==> src/rtl/acp_pkg.sv <==
// Shared types and constants for the two-requester ACP arbiter.
package acp_pkg;

    localparam int ACP_AW_DEFAULT = 32;
    localparam int ACP_DW_DEFAULT = 64;

    typedef enum logic [1:0] {
        RD_IDLE,
        RD_ADDR,
        RD_DATA
    } rd_state_t;

    typedef enum logic [1:0] {
        WR_IDLE,
        WR_ADDR,
        WR_DATA,
        WR_RESP
    } wr_state_t;

    // Non-coherent traffic bypasses the SCU; coherent traffic is snooped through it.
    localparam logic [3:0] ACP_CACHE_DEFAULT  = 4'b0011;
    localparam logic [4:0] ACP_USER_DEFAULT   = 5'b00000;
    localparam logic [3:0] ACP_CACHE_COHERENT = 4'b1111;
    localparam logic [4:0] ACP_USER_COHERENT  = 5'b00001;

endpackage

==> src/rtl/acp_rr_pick.sv <==
// Two-way round-robin pick: ptr names the requester preferred when both request.
module acp_rr_pick (
    input  logic [1:0] req,
    input  logic       ptr,
    output logic       grant_valid,
    output logic       grant_id
);

    assign grant_valid = |req;
    assign grant_id    = (req == 2'b11) ? ptr : req[1];

endmodule

==> src/rtl/acp_arbiter.sv <==
// Two-requester burst-level round-robin arbiter for the ACP master port.
// Define ACP_ARB_COHERENT_EN to tag all traffic coherent (cache 4'b1111, user 5'b00001).
module acp_arbiter
    import acp_pkg::*;
#(
    parameter int AW = ACP_AW_DEFAULT,
    parameter int DW = ACP_DW_DEFAULT
) (
    input  logic            clk,
    input  logic            rst_n,
    input  logic [AW-1:0]   s0_araddr,
    input  logic [7:0]      s0_arlen,
    input  logic [2:0]      s0_arsize,
    input  logic [1:0]      s0_arburst,
    input  logic [2:0]      s0_arprot,
    input  logic            s0_arvalid,
    output logic            s0_arready,
    output logic [DW-1:0]   s0_rdata,
    output logic [1:0]      s0_rresp,
    output logic            s0_rlast,
    output logic            s0_rvalid,
    input  logic            s0_rready,
    input  logic [AW-1:0]   s0_awaddr,
    input  logic [7:0]      s0_awlen,
    input  logic [2:0]      s0_awsize,
    input  logic [1:0]      s0_awburst,
    input  logic [2:0]      s0_awprot,
    input  logic            s0_awvalid,
    output logic            s0_awready,
    input  logic [DW-1:0]   s0_wdata,
    input  logic [DW/8-1:0] s0_wstrb,
    input  logic            s0_wlast,
    input  logic            s0_wvalid,
    output logic            s0_wready,
    output logic [1:0]      s0_bresp,
    output logic            s0_bvalid,
    input  logic            s0_bready,
    input  logic [AW-1:0]   s1_araddr,
    input  logic [7:0]      s1_arlen,
    input  logic [2:0]      s1_arsize,
    input  logic [1:0]      s1_arburst,
    input  logic [2:0]      s1_arprot,
    input  logic            s1_arvalid,
    output logic            s1_arready,
    output logic [DW-1:0]   s1_rdata,
    output logic [1:0]      s1_rresp,
    output logic            s1_rlast,
    output logic            s1_rvalid,
    input  logic            s1_rready,
    input  logic [AW-1:0]   s1_awaddr,
    input  logic [7:0]      s1_awlen,
    input  logic [2:0]      s1_awsize,
    input  logic [1:0]      s1_awburst,
    input  logic [2:0]      s1_awprot,
    input  logic            s1_awvalid,
    output logic            s1_awready,
    input  logic [DW-1:0]   s1_wdata,
    input  logic [DW/8-1:0] s1_wstrb,
    input  logic            s1_wlast,
    input  logic            s1_wvalid,
    output logic            s1_wready,
    output logic [1:0]      s1_bresp,
    output logic            s1_bvalid,
    input  logic            s1_bready,
    output logic [AW-1:0]   m_araddr,
    output logic [7:0]      m_arlen,
    output logic [2:0]      m_arsize,
    output logic [1:0]      m_arburst,
    output logic [2:0]      m_arprot,
    output logic [3:0]      m_arcache,
    output logic [4:0]      m_aruser,
    output logic            m_arvalid,
    input  logic            m_arready,
    input  logic [DW-1:0]   m_rdata,
    input  logic [1:0]      m_rresp,
    input  logic            m_rlast,
    input  logic            m_rvalid,
    output logic            m_rready,
    output logic [AW-1:0]   m_awaddr,
    output logic [7:0]      m_awlen,
    output logic [2:0]      m_awsize,
    output logic [1:0]      m_awburst,
    output logic [2:0]      m_awprot,
    output logic [3:0]      m_awcache,
    output logic [4:0]      m_awuser,
    output logic            m_awvalid,
    input  logic            m_awready,
    output logic [DW-1:0]   m_wdata,
    output logic [DW/8-1:0] m_wstrb,
    output logic            m_wlast,
    output logic            m_wvalid,
    input  logic            m_wready,
    input  logic [1:0]      m_bresp,
    input  logic            m_bvalid,
    output logic            m_bready
);

`ifdef ACP_ARB_COHERENT_EN
    localparam logic [3:0] CACHE_VAL = ACP_CACHE_COHERENT;
    localparam logic [4:0] USER_VAL  = ACP_USER_COHERENT;
`else
    localparam logic [3:0] CACHE_VAL = ACP_CACHE_DEFAULT;
    localparam logic [4:0] USER_VAL  = ACP_USER_DEFAULT;
`endif

    rd_state_t rd_state;
    wr_state_t wr_state;
    logic      rd_owner, rd_ptr, rd_gnt_valid, rd_gnt_id;
    logic      wr_owner, wr_ptr, wr_gnt_valid, wr_gnt_id;
    logic      rd_addr_ph, rd_data_ph, wr_addr_ph, wr_data_ph, wr_resp_ph;

    acp_rr_pick u_rd_pick (
        .req         ({s1_arvalid, s0_arvalid}),
        .ptr         (rd_ptr),
        .grant_valid (rd_gnt_valid),
        .grant_id    (rd_gnt_id)
    );

    acp_rr_pick u_wr_pick (
        .req         ({s1_awvalid, s0_awvalid}),
        .ptr         (wr_ptr),
        .grant_valid (wr_gnt_valid),
        .grant_id    (wr_gnt_id)
    );

    assign rd_addr_ph = (rd_state == RD_ADDR);
    assign rd_data_ph = (rd_state == RD_DATA);
    assign wr_addr_ph = (wr_state == WR_ADDR);
    assign wr_data_ph = (wr_state == WR_DATA);
    assign wr_resp_ph = (wr_state == WR_RESP);

    // Owner muxes are gated by phase so idle paths present all-zero outputs.
    assign m_araddr  = !rd_addr_ph ? '0 : (rd_owner ? s1_araddr  : s0_araddr);
    assign m_arlen   = !rd_addr_ph ? '0 : (rd_owner ? s1_arlen   : s0_arlen);
    assign m_arsize  = !rd_addr_ph ? '0 : (rd_owner ? s1_arsize  : s0_arsize);
    assign m_arburst = !rd_addr_ph ? '0 : (rd_owner ? s1_arburst : s0_arburst);
    assign m_arprot  = !rd_addr_ph ? '0 : (rd_owner ? s1_arprot  : s0_arprot);
    assign m_arvalid = rd_addr_ph & (rd_owner ? s1_arvalid : s0_arvalid);
    assign m_arcache = CACHE_VAL;
    assign m_aruser  = USER_VAL;
    assign m_rready  = rd_data_ph & (rd_owner ? s1_rready : s0_rready);

    assign s0_arready = rd_addr_ph & ~rd_owner & m_arready;
    assign s1_arready = rd_addr_ph &  rd_owner & m_arready;
    assign s0_rvalid  = rd_data_ph & ~rd_owner & m_rvalid;
    assign s1_rvalid  = rd_data_ph &  rd_owner & m_rvalid;
    assign s0_rdata   = (rd_data_ph & ~rd_owner) ? m_rdata : '0;
    assign s1_rdata   = (rd_data_ph &  rd_owner) ? m_rdata : '0;
    assign s0_rresp   = (rd_data_ph & ~rd_owner) ? m_rresp : '0;
    assign s1_rresp   = (rd_data_ph &  rd_owner) ? m_rresp : '0;
    assign s0_rlast   = rd_data_ph & ~rd_owner & m_rlast;
    assign s1_rlast   = rd_data_ph &  rd_owner & m_rlast;

    assign m_awaddr  = !wr_addr_ph ? '0 : (wr_owner ? s1_awaddr  : s0_awaddr);
    assign m_awlen   = !wr_addr_ph ? '0 : (wr_owner ? s1_awlen   : s0_awlen);
    assign m_awsize  = !wr_addr_ph ? '0 : (wr_owner ? s1_awsize  : s0_awsize);
    assign m_awburst = !wr_addr_ph ? '0 : (wr_owner ? s1_awburst : s0_awburst);
    assign m_awprot  = !wr_addr_ph ? '0 : (wr_owner ? s1_awprot  : s0_awprot);
    assign m_awvalid = wr_addr_ph & (wr_owner ? s1_awvalid : s0_awvalid);
    assign m_awcache = CACHE_VAL;
    assign m_awuser  = USER_VAL;
    assign m_wdata   = !wr_data_ph ? '0 : (wr_owner ? s1_wdata : s0_wdata);
    assign m_wstrb   = !wr_data_ph ? '0 : (wr_owner ? s1_wstrb : s0_wstrb);
    assign m_wlast   = wr_data_ph & (wr_owner ? s1_wlast  : s0_wlast);
    assign m_wvalid  = wr_data_ph & (wr_owner ? s1_wvalid : s0_wvalid);
    assign m_bready  = wr_resp_ph & (wr_owner ? s1_bready : s0_bready);

    assign s0_awready = wr_addr_ph & ~wr_owner & m_awready;
    assign s1_awready = wr_addr_ph &  wr_owner & m_awready;
    assign s0_wready  = wr_data_ph & ~wr_owner & m_wready;
    assign s1_wready  = wr_data_ph &  wr_owner & m_wready;
    assign s0_bvalid  = wr_resp_ph & ~wr_owner & m_bvalid;
    assign s1_bvalid  = wr_resp_ph &  wr_owner & m_bvalid;
    assign s0_bresp   = (wr_resp_ph & ~wr_owner) ? m_bresp : '0;
    assign s1_bresp   = (wr_resp_ph &  wr_owner) ? m_bresp : '0;

    // Pointer moves to the other requester only once a whole burst retires.
    always_ff @(posedge clk or negedge rst_n) begin
        if (!rst_n) begin
            rd_state <= RD_IDLE;
            rd_owner <= 1'b0;
            rd_ptr   <= 1'b0;
        end else begin
            case (rd_state)
                RD_IDLE: if (rd_gnt_valid) begin
                    rd_owner <= rd_gnt_id;
                    rd_state <= RD_ADDR;
                end
                RD_ADDR: if (m_arvalid && m_arready) rd_state <= RD_DATA;
                RD_DATA: if (m_rvalid && m_rready && m_rlast) begin
                    rd_state <= RD_IDLE;
                    rd_ptr   <= ~rd_owner;
                end
                default: rd_state <= RD_IDLE;
            endcase
        end
    end

    always_ff @(posedge clk or negedge rst_n) begin
        if (!rst_n) begin
            wr_state <= WR_IDLE;
            wr_owner <= 1'b0;
            wr_ptr   <= 1'b0;
        end else begin
            case (wr_state)
                WR_IDLE: if (wr_gnt_valid) begin
                    wr_owner <= wr_gnt_id;
                    wr_state <= WR_ADDR;
                end
                WR_ADDR: if (m_awvalid && m_awready) wr_state <= WR_DATA;
                WR_DATA: if (m_wvalid && m_wready && m_wlast) wr_state <= WR_RESP;
                WR_RESP: if (m_bvalid && m_bready) begin
                    wr_state <= WR_IDLE;
                    wr_ptr   <= ~wr_owner;
                end
                default: wr_state <= WR_IDLE;
            endcase
        end
    end

endmodule
==> config.mk <==
export PLATFORM = sky130hd
export DESIGN_NAME = acp_arbiter
export DESIGN_NICKNAME = d
export VERILOG_FILES = /design/src/rtl/acp_pkg.sv /design/src/rtl/acp_rr_pick.sv /design/src/rtl/acp_arbiter.sv
export SDC_FILE = /design/constraint.sdc
export NUM_CORES = 1
export LEC_CHECK = 0
export CAP_MARGIN = 20
export CORE_AREA = 2 2 299 301
export CTS_CLUSTER_SIZE = 16
export DETAILED_ROUTE_END_ITERATION = 10
export DIE_AREA = 0 0 301 303
export PLACE_DENSITY = 0.3
export SLEW_MARGIN = 10
export SYNTH_ARGS = -nofsm -noshare
export SYNTH_HDL_FRONTEND = slang
export SYNTH_SLANG_ARGS = --single-unit
==> constraint.sdc <==
create_clock -name clk -period 1.9 [get_ports clk]
set_clock_uncertainty 0.2 [all_clocks]
set_input_delay 0.38 -clock clk [delete_from_list [all_inputs] [get_ports clk]]
set_output_delay 0.38 -clock clk [all_outputs]
set_load 0.05 [all_outputs]
Word-level counts from Yosys, hierarchy flattened
Index checks and enable logic that the tools add are counted.
{"block": "totals", "ff_bits": 8, "in_bits": 424, "out_inout_bits": 340, "elab_cells": 114}
{"block": "op_classes", "n_eq_ne": 14, "mux": 47, "bitwise": 30, "reduce_logical": 17}
{"cell": "2-to-1 mux 64 bit", "n": 4}
{"cell": "2-to-1 mux 32 bit", "n": 4}
{"cell": "2-to-1 mux 8 bit", "n": 6}
{"cell": "2-to-1 mux 2 bit", "n": 15}
{"cell": "bitwise AND 1 bit", "n": 28}
{"cell": "2-to-1 mux 3 bit", "n": 8}
{"cell": "!= test 2 x 1 -> 1 bit (second input constant)", "n": 6}
{"cell": "equality test 2 bit (second input constant)", "n": 5}
{"cell": "2-to-1 mux 1 bit", "n": 8}
{"cell": "one-hot mux 2 bit (4 select lines)", "n": 1}
{"cell": "AND reduction 2 bit", "n": 4}
{"cell": "logical AND 1 bit", "n": 7}
{"cell": "one-hot mux 2 bit (3 select lines)", "n": 1}
{"cell": "equality test 2 x 1 -> 1 bit (second input constant)", "n": 2}
{"cell": "zero test 2 bit", "n": 2}
{"cell": "AND reduction 4 bit", "n": 1}
{"cell": "OR reduction 2 bit", "n": 2}
{"cell": "AND reduction 3 bit", "n": 1}
{"cell": "!= test 2 bit (second input constant)", "n": 1}
{"cell": "inverter 1 bit", "n": 2}

Logic depth before layout (Yosys ltp)
{"block": "logic_depth", "ltp_word": 6, "ltp_mapped": 6, "mapped_depth_nobuf": 6}

Modules after synthesis
A second synthesis with hierarchy kept.
{"block": "hier_totals", "hier_cells": 575, "area_unflattened_um2": 4267.8}
{"module": "acp_arbiter", "instances": 1, "cells_per_inst": 569, "area_per_inst_um2": 4232.8, "seq_area_each_um2": 200.2}
{"module": "acp_rr_pick", "instances": 2, "cells_per_inst": 3, "area_per_inst_um2": 17.5, "seq_area_each_um2": 0.0}

Least setup slack after synthesis
OpenSTA, ideal clock, no wires.
{"block": "synth_path", "kind": "flip-flop to output port", "start": "reg wr_state[0]", "end": "out m_wdata[31]", "t_arrival_ns": 1.878, "t_required_ns": 1.320, "path_slack_ns": -0.558, "stages_incl_launch_ff": 6, "n_path_buf": 2, "path_cell_list": "dfrtp_1 > inv_1 > ha_1 > clkbuf_1 > clkbuf_1 > nor2b_1"}
{"block": "synth_via", "elab_chain_len": 2}
{"element": "start, declared", "line": "acp_arbiter.sv:107", "text": "wr_state_t wr_state;"}
{"element": "start signal, assigned", "line": "acp_arbiter.sv:201", "text": "wr_state <= WR_IDLE;"}
{"element": "start signal, assigned", "line": "acp_arbiter.sv:208", "text": "wr_state <= WR_ADDR;"}
{"element": "start signal, assigned", "line": "acp_arbiter.sv:210", "text": "WR_ADDR: if (m_awvalid && m_awready) wr_state <= WR_DATA;"}
{"element": "equality test 2 bit", "line": "acp_arbiter.sv:129", "text": "assign wr_data_ph = (wr_state == WR_DATA);"}
{"element": "2-to-1 mux 64 bit", "line": "acp_arbiter.sv:162", "text": "assign m_wdata = !wr_data_ph ? '0 : (wr_owner ? s1_wdata : s0_wdata);"}
{"element": "end, declared", "line": "acp_arbiter.sv:88", "text": "output logic [DW-1:0] m_wdata,"}
No other way between the ends.

Worst setup path after layout
{"block": "layout_path", "start": "reg rd_owner", "end": "out s0_rdata[50]"}
{"block": "layout_via", "elab_chain_len": 3}
{"element": "start, declared", "line": "acp_arbiter.sv:108", "text": "logic rd_owner, rd_ptr, rd_gnt_valid, rd_gnt_id;"}
{"element": "start signal, assigned", "line": "acp_arbiter.sv:186", "text": "rd_owner <= rd_gnt_id;"}
{"element": "inverter 1 bit", "line": "acp_arbiter.sv:147", "text": "assign s0_rdata = (rd_data_ph & ~rd_owner) ? m_rdata : '0;"}
{"element": "bitwise AND 1 bit", "line": "acp_arbiter.sv:147"}
{"element": "2-to-1 mux 64 bit", "line": "acp_arbiter.sv:147"}
{"element": "end, declared", "line": "acp_arbiter.sv:18", "text": "output logic [DW-1:0] s0_rdata,"}
No other way between the ends.

==> results <==
-- where the power goes --
part           total (mW)  leakage, nW  switching, mW  internal (mW)
Clock               0.392       0.0382          0.110          0.282
Combinational        30.7         7.98           14.2           16.4
Sequential          0.398       0.0933          0.125          0.272
Total                31.5         8.11           14.5           17.0
-- repair_timing --
action / CTS / global route
buffers inserted: 24 / 18
endpoints found under the setup margin: 326 / 326
resized for setup: 204 / 251
pin swaps: 21 / 26
hold endpoints to repair: 0 / 0
gates cloned: 14 / 24
-- worst min path at each step --
| stage | start | endpoint | slack, ns | depth (start not counted) |
|---|---|---|---|---|
| floorplan | rst_n | rd_owner | -0.12 | 0 |
| global placement | wr_ptr | wr_ptr | 0.29 | 1 |
| detailed placement | wr_ptr | wr_ptr | 0.29 | 1 |
| CTS | rst_n | rd_ptr | 0.24 | 2 |
| global route | rst_n | rd_ptr | 0.25 | 2 |
| finish | rst_n | rd_ptr | 0.25 | 2 |
-- cell families (layout without fill, tap and decap cells) --
| logic type | Yosys count | in the layout | synth area share [%] |
|---|---|---|---|
| compound gates | 60 | 60 | 11.8 |
| fa+ha+maj | 4 | 4 | 1.17 |
| buf+inv | 76 | 909 | 8.94 |
| flops | 8 | 8 | 4.69 |
| mux | 129 | 129 | 30.5 |
| other cells | 2 | 20 | 0.176 |
| simple gates | 293 | 293 | 42.7 |
-- critical path, stage by stage (launching register included) --
cell       delay [ns]
dfrtp_2          0.41
buf_6            0.12
buf_6            0.11
nor2_4           0.18
buf_12           0.18
clkbuf_16        0.17
and2_2           0.17
buf_12           0.13
-- per-layer routing --
| metal | part of all wire [%] | global-route usage [%] | vias up |
|---|---|---|---|
| met5 | 0.14 | 0 | - |
| met4 | 0.88 | 0.734 | 12 |
| met3 | 8.3 | 4.13 | 34 |
| met2 | 53 | 20.5 | 440 |
| met1 | 37 | 11.9 | 3657 |
| li1 | - | - | 3640 |
-- registers in the layout, indices dropped and copies added (netlist names) --
signal    cells
wr_state      2
rd_state      2
rd_ptr        1
wr_ptr        1
wr_owner      1
rd_owner      1
-- synthesized netlist by cell type, drive strengths merged (2+ instances only) --
library cell and n:
and3 6, nand2 6, mux2 5, ha 4, a21oi 3, mux2i 124
nand2b 4, buf 37, nor2 6, a31oi 2, clkbuf 35, nor2b 124
and2 142, a21boi 2, inv 4, dfrtp 8, conb 2, a22o 49
-- cell type report --
class | instances | area share, %
Sequential cell | 8 | 0.973
Inverter | 4 | 0.0704
Multi-Input combinational cell | 504 | 30.4
Clock buffer | 4 | 0.369
Tap cell | 1165 | 6.83
Timing Repair Buffer | 901 | 61.4
Antenna cell | 2 | 0.0235
-- cell usage in the layout, fill, tap and decap left out, types with 15 or more instances in the layout --
cell type | netlist | layout
clkbuf_16 | 0 | 21
buf_4 | 19 | 46
mux2i_1 | 124 | 23
buf_8 | 0 | 16
and2_2 | 0 | 21
mux2i_2 | 0 | 31
conb_1 | 2 | 18
mux2i_4 | 0 | 70
nor2b_4 | 0 | 109
and2_4 | 0 | 120
buf_6 | 0 | 30
a22o_4 | 0 | 42
buf_16 | 0 | 16
nor2b_2 | 0 | 15
buf_12 | 0 | 352
clkdlybuf4s50_1 | 0 | 422
-- stage by stage --
| step | utilization [%] | setup TNS [ns] |
|---|---|---|
| floorplan | - | -10.19 |
| global placement | 20.6 | -22.02 |
| detailed placement | 20.6 | -23.98 |
| CTS | 22.4 | -113.03 |
| global route | 24.3 | -124.41 |
| finish | 24.3 | -102.93 |
==> impl_metrics.toml <==
[status]
outcome = "complete, but fails checks"
violations = "negative setup slack"

[synth]
synth-edff-count = 0
yosysSeqAreaShare_pct = 4.69
synth.top_cells.by_area = "mux2i_1, and2_1, nor2b_1"
syn_area_sq_um = 4270
yosys.area.top_type = "mux2i_1"
synth_top_area_share_pct = 29.1
avgSynthCellArea_sq_um = 7.46
synthCells = 572
async_flop_share_pct = 100
ys_types = 33
ys_seq_elements = 8
synthFlopType = "dfrtp_1"
ys.warnings.count = 0

[setup_path]
cp-end-kind = "primary output"
r2r_start = "wr_owner"
endpoint = "s0_rdata[50]"
crit_path_start = "rd_owner"
path_class = "reg2out"
critPathRequiredTime_ns = 1.32
reg2reg_depth = 5
cp.arrival_ns = 1.73
rrSetupSlack_ns = -0.23
crit_fanout = 11
worst_r2r_endpoint = "wr_state[1]"
start_kind = "flip-flop"

[cells_and_area]
multi_input_area_sq_um = 6480
layout.cells.non_filler = 2588
drive_above_1_share_pct = 65.6
fin_nets = 1850
syn2layout_area_growth_pct = 400
fillers = 9255
regArea_sq_um = 208
fin_area_sq_um = 21300

[floorplan]
dieArea_sq_um = 91200
die_w_um = 301
start_util_pct = 4.85
core-area_sq_um = 88000
pin_count = 764
num_rows = 109
chipHeight_um = 303

[power_and_ir_drop]
vdd_drop_max_v = 0.000808
p_per_area_nw_per_um2 = 1470
power_mw = 31.5
p_leak_nw = 8.11

[placement]
dpl_worst_slack_ns = -0.557
io_buffer_count = 745
place.gp.congestion = 0.759
dp_hpwl_mm = 45.7
placed_cell_area_sq_um = 18100
dp.cells = 2510

[clock_tree]
clock_path_buffers = 2
clock_latency_ns = 0.25
cts_hold_buf = 0
cts_num_sinks = 8
cts_tree = "done"
htree_levels = 1
cts_root_buf = "clkbuf_16"
clk_pin_slew_ns = 0.04
cts_buffers = 3

[timing]
rsz0062_at_grt = "yes"
holdWs_ns = 0.250
hold_violations = 0
setup_viol = 324
final-max-slew-violation-count = 0
period_minus_slack_ns = 2.31
min_period_over_period_pct = 122
fmax_mhz = 433
timing.final.ws_setup_ns = -0.409

[drt]
vias = 7783
first_pass_iters = 4
wl_mm = 55.4
viasPerCell = 3.01
final_antenna_net_count = 0
wl_per_cell_um = 21.4
drt_iter0_markers = 125
drc_errors = 0

[global_routing]
overflow = 0
antenna_found_initial = 16
grt_pass1_wl_mm = 69.2
grt_max_degree = 48
gr-usage-all-layers_pct = 10.9
grt_pass1_vias = 8410

[hold_path]
hold_path.class = "in2async"

[run]
max_cap_viol_count = 0
(Power assumes the default switching activity.)
